==> src/rtl/instr_issue_writeback.sv <==
// Purpose: three-stage issue/writeback sequencer around a 4x4-bit register file.
// Latency: instruction accepted at edge N is written back at edge N+2.
// Backpressure: instr_ready deasserts in ISSUE/WB and while a direct load is requested.
//
// Ports:
//   clk, rst_n                      clock, asynchronous active-low reset
//   instr_valid / instr / instr_ready  instruction handshake; instr = {op, rd, rs, rt}
//   ld_en / ld_addr / ld_data       direct register load, honoured only in IDLE
//   ex_op_code / ex_rs / ex_rt      operands to the execute stage (valid in ISSUE only)
//   ex_rd                           combinational execute result, sampled at end of ISSUE
//   wb_valid / wb_addr / wb_data    writeback pulse and payload (WB only)
//   dbg_addr / dbg_data             combinational register file read
//   retired                         saturating count of written-back instructions
module instr_issue_writeback #(
   parameter logic [3:0] RESET_VAL = 4'b0000
) (
   input  logic       clk,
   input  logic       rst_n,
   input  logic       instr_valid,
   input  logic [8:0] instr,
   output logic       instr_ready,
   input  logic       ld_en,
   input  logic [1:0] ld_addr,
   input  logic [3:0] ld_data,
   output logic [2:0] ex_op_code,
   output logic [3:0] ex_rs,
   output logic [3:0] ex_rt,
   input  logic [3:0] ex_rd,
   output logic       wb_valid,
   output logic [1:0] wb_addr,
   output logic [3:0] wb_data,
   input  logic [1:0] dbg_addr,
   output logic [3:0] dbg_data,
   output logic [7:0] retired
);

   typedef enum logic [1:0] {
      IDLE  = 2'd0,
      ISSUE = 2'd1,
      WB    = 2'd2
   } state_t;

   state_t     state_q;
   state_t     state_d;
   logic [3:0] regfile [4];
   logic [8:0] instr_q;
   logic [3:0] result_q;
   logic [7:0] retired_q;

   logic [2:0] op_f;
   logic [1:0] rd_f;
   logic [1:0] rs_f;
   logic [1:0] rt_f;
   logic       accept;

   assign op_f = instr_q[8:6];
   assign rd_f = instr_q[5:4];
   assign rs_f = instr_q[3:2];
   assign rt_f = instr_q[1:0];

   // A pending load takes priority over an offered instruction in IDLE.
   assign instr_ready = (state_q == IDLE) && !ld_en;
   assign accept      = instr_valid && instr_ready;

   // State register
   always_ff @(posedge clk or negedge rst_n) begin
      if (!rst_n) begin
         state_q <= IDLE;
      end else begin
         state_q <= state_d;
      end
   end

   // Next-state and datapath outputs
   always_comb begin
      state_d    = state_q;
      ex_op_code = 3'b000;
      ex_rs      = 4'b0000;
      ex_rt      = 4'b0000;
      wb_valid   = 1'b0;
      wb_addr    = 2'b00;
      wb_data    = 4'b0000;
      case (state_q)
         IDLE: begin
            if (accept) begin
               state_d = ISSUE;
            end
         end
         ISSUE: begin
            ex_op_code = op_f;
            ex_rs      = regfile[rs_f];
            ex_rt      = regfile[rt_f];
            state_d    = WB;
         end
         WB: begin
            wb_valid = 1'b1;
            wb_addr  = rd_f;
            wb_data  = result_q;
            state_d  = IDLE;
         end
         default: begin
            state_d = IDLE;
         end
      endcase
   end

   // Instruction latch and result register
   always_ff @(posedge clk or negedge rst_n) begin
      if (!rst_n) begin
         instr_q  <= 9'd0;
         result_q <= 4'd0;
      end else begin
         if (accept) begin
            instr_q <= instr;
         end
         // ex_rd is only meaningful while operands are presented.
         if (state_q == ISSUE) begin
            result_q <= ex_rd;
         end
      end
   end

   // Register file: loads in IDLE, writeback in WB; the two never coincide.
   always_ff @(posedge clk or negedge rst_n) begin
      if (!rst_n) begin
         for (int i = 0; i < 4; i++) begin
            regfile[i] <= RESET_VAL;
         end
      end else begin
         if ((state_q == IDLE) && ld_en) begin
            regfile[ld_addr] <= ld_data;
         end else if (state_q == WB) begin
            regfile[rd_f] <= result_q;
         end
      end
   end

   // Retired counter, saturating
   always_ff @(posedge clk or negedge rst_n) begin
      if (!rst_n) begin
         retired_q <= 8'd0;
      end else if ((state_q == WB) && (retired_q != 8'hFF)) begin
         retired_q <= retired_q + 8'd1;
      end
   end

   assign retired  = retired_q;
   assign dbg_data = regfile[dbg_addr];

endmodule

==> config.mk <==
export PLATFORM = sky130hd
export DESIGN_NAME = instr_issue_writeback
export DESIGN_NICKNAME = d
export VERILOG_FILES = /design/src/rtl/instr_issue_writeback.sv
export SDC_FILE = /design/constraint.sdc
export NUM_CORES = 1
export LEC_CHECK = 0
export BUFFER_PORTS_ARGS = -buffer_cell sky130_fd_sc_hd__buf_2
export CAP_MARGIN = 20
export CORE_MARGIN = 4
export CORE_UTILIZATION = 57
export DETAILED_ROUTE_END_ITERATION = 7
export PLACE_DENSITY = 0.95
export SLEW_MARGIN = 40
export SYNTH_ARGS = -nofsm -noshare
export SYNTH_HDL_FRONTEND = slang
export SYNTH_SLANG_ARGS = --single-unit
==> constraint.sdc <==
create_clock -name clk -period 4.3 [get_ports clk]
set_clock_uncertainty 0.1 [all_clocks]
set_input_delay 0.86 -clock clk [delete_from_list [all_inputs] [get_ports clk]]
set_output_delay 0.86 -clock clk [all_outputs]
set_load 0.03 [all_outputs]
==> results.sh <==
export IMPL_outcome="finished clean"
export IMPL_path_common_cell="buf_2"
export IMPL_ff2ff_setup_slack_ns=2.47
export IMPL_fin_crit_ns=2.68
export IMPL_grt_pass1_vias=1636
export IMPL_postCtsSetupRepairBufs=0
export IMPL_hold_path_startpoint="instr_q[7]"
export IMPL_core_area_um2=3740
export IMPL_row_count=22
export IMPL_worstRegToRegCells=3
export IMPL_synth_seq_cells=39
export IMPL_r2r_end="instr_q[2]"
export IMPL_viasPerCell=6.25
export IMPL_cts_hold_buf=0
export IMPL_initial_utilization_pct=60.0
export IMPL_power_density_nw_per_um2=524
export IMPL_grtUsageTotal_pct=21.6
export IMPL_cts_root_buf="clkbuf_8"
export IMPL_syn_instance_count=175
export IMPL_cp_end_kind="output pin"
export IMPL_synthesis_nets=201
export IMPL_grt_max_degree=40
export IMPL_period_share_pct=62.4
export IMPL_syn_to_final_growth_pct=18.4
export IMPL_synth_seq_area_share_pct=43.5
export IMPL_ys_async_sr_fraction_pct=100
export IMPL_finalMaxSlewViolations=0
export IMPL_finalWirelength_um=5130
export IMPL_nets=257
export IMPL_ir_drop_v=0.000371
export IMPL_clkSinkCount=39
export IMPL_critical_path_max_stage_delay_ns=0.51
export IMPL_hold_violations=0
export IMPL_cts_resized=0
export IMPL_clock_latency_ns=0.29
export IMPL_r2r_start="state_q[0]"
export IMPL_hpwlAfterDp_um=3810
export IMPL_dp_slack_ns=1.61
export IMPL_drive_gt1_share_pct=46.1
export IMPL_worst_path_buf_inv=2
export IMPL_worst_pin_slew_ns=0.474
export IMPL_cts_tree="done"
export IMPL_worstPathArrival_ns=1.72
export IMPL_hp_class="reg2reg"
export IMPL_rsz0062_at_grt="no"
export IMPL_endpoint="dbg_data[1]"
export IMPL_synthFlopType="dfrtp_1"
export IMPL_gr_total_overflow=0
export IMPL_syn_area_um2=2240
export IMPL_syn_area_per_cell_um2=12.8
export IMPL_worstPathCellList="buf_2, mux4_2, buf_2"
export IMPL_grt_pass1_wl_um=8400
export IMPL_critical_path_top_delay_family="multiplexers"
export IMPL_antenna_cells=0
export IMPL_ant_nets=0
export IMPL_clk_pin_slew_worst_paths_ns=0.07
export IMPL_drtPass1Iterations=4
export IMPL_max_freq_mhz=373
export IMPL_cp_max_fo=4
export IMPL_port_buffers=55
export IMPL_relSlewSlack_pct=68.4
export IMPL_startpoint_type="primary input"
export IMPL_ios=56
export IMPL_setup_tns_ns=0
export IMPL_htree_levels=2
export IMPL_vias=1751
export IMPL_routedWlPerCell_um=18.3
export IMPL_drv_cap=0
export IMPL_synth_distinct_cells=40
export IMPL_synth_edf_count=0
export IMPL_finalNonFillerCells=280
export IMPL_ys_warnings_count=0
export IMPL_leakage_nw=1.22
export IMPL_die_y_um=70.8
export IMPL_cp_startpoint="dbg_addr[0]"
export IMPL_clockBufferDepth=2
export IMPL_setup_violations=0
export IMPL_die_area_um2=5010
export IMPL_required_ns=3.34
export IMPL_globalplace_congestion=0.828
export IMPL_antenna_found_initial=0
export IMPL_cts_made_buffers=5
export IMPL_crit_type="in2out"
export IMPL_first_iter_violations=85
export IMPL_cp_slowest_cell="mux4_2"
export IMPL_critical_path_depth=3
export IMPL_dieWidth_um=70.8
export IMPL_layout_setup_ws_ns=1.62
export IMPL_utilization_pct=71.0
export IMPL_post_place_cells=272
export IMPL_post_route_drc_count=0
export IMPL_hold_ws_ns=0.400
[layout make-up]
class	instances	area, um^2
multi-input cells	128	1220
fillers	268	1090
flip-flops and latches	39	976
repair buffers	55	278
clock buffers	6	82.6
well taps	48	60.1
clock inverters	2	35.0
inverters	2	7.51
[cell usage in the layout, fill, tap and decap left out, types with 2 or more instances in the layout]
master / n
buf_2: 54
dfrtp_1: 39
and2_1: 31
mux2_2: 16
mux4_2: 12
a221o_1: 12
a21oi_1: 7
clkbuf_8: 6
nand2_1: 5
nand3_1: 5
and3_1: 4
o31ai_1: 3
a2bb2oi_2: 3
nand4_1: 3
and2b_2: 2
nor3_1: 2
or4b_4: 2
inv_1: 2
and4bb_2: 2
[report_power, final]
group | leakage, nW | switching [W] | internal [W] | total (W)
Combinational | 0.682 | 0.000227 | 0.000237 | 0.000463
Clock | 0.0612 | 0.000125 | 0.000188 | 0.000313
Sequential | 0.479 | 0.000148 | 0.000468 | 0.000616
[sequential cells by signal, indices dropped and copies added (netlist names)]
register	flops
instr_q	9
regfile	16
result_q	4
retired	8
state_q	2
[metal layers]
| layer | vias to the layer above | track usage, % | part of all wire, % |
|---|---|---|---|
| li1 | 801 | - | - |
| met1 | 842 | 28.5 | 41 |
| met2 | 92 | 34.8 | 48 |
| met3 | 16 | 4.83 | 7.1 |
| met4 | 0 | 8.98 | 3.3 |
| met5 | - | 0 | 0 |
[cell families (layout without fill, tap and decap cells)]
| group | Yosys count | in the layout | synth area share, % |
|---|---|---|---|
| compound gates | 32 | 32 | 12.9 |
| simple gates | 65 | 65 | 20.0 |
| fa+ha+maj | 1 | 1 | 0.557 |
| xor+xnor | 2 | 2 | 0.781 |
| mux | 28 | 28 | 20.1 |
| flops | 39 | 39 | 43.5 |
| buf+inv | 8 | 65 | 2.23 |
[worst min path at each step]
stage | to | slack, ns | cells past startpoint
final | instr_q[7] | 0.40 | 1
after global routing | instr_q[7] | 0.43 | 1
after CTS | instr_q[7] | 0.40 | 1
after detailed placement | instr_q[7] | 0.39 | 1
after global placement | instr_q[8] | 0.38 | 1
after floorplan | instr_q[6] | 0.37 | 1
[stage by stage]
stage          instance area (um^2)  power (W)
6_report                       2660    0.00139
2_1_floorplan                  2240   0.000933
4_1_cts                        2660    0.00140
3_3_place_gp                   2540    0.00106
5_1_grt                        2660    0.00146
3_5_place_dp                   2540    0.00108
[synth_stat cells, drive strengths merged, types with 2 or more instances]
master / instances / area (um^2)
and2: 31 / 194
o31ai: 3 / 22.5
and3: 4 / 25.0
clkbuf: 2 / 7.51
a221o: 12 / 120
o21ai: 2 / 21.3
or4b: 2 / 27.5
and4bb: 3 / 41.3
nand4: 3 / 18.8
a21oi: 7 / 35.0
nand2: 5 / 18.8
nor2: 2 / 10.0
mux4: 12 / 270
nand3: 5 / 25.0
dfrtp: 39 / 976
mux2: 16 / 180
and2b: 2 / 17.5
nor3: 2 / 10.0
buf: 4 / 35.0
inv: 2 / 7.51
a2bb2oi: 3 / 45.0
(Power assumes the default switching activity.)
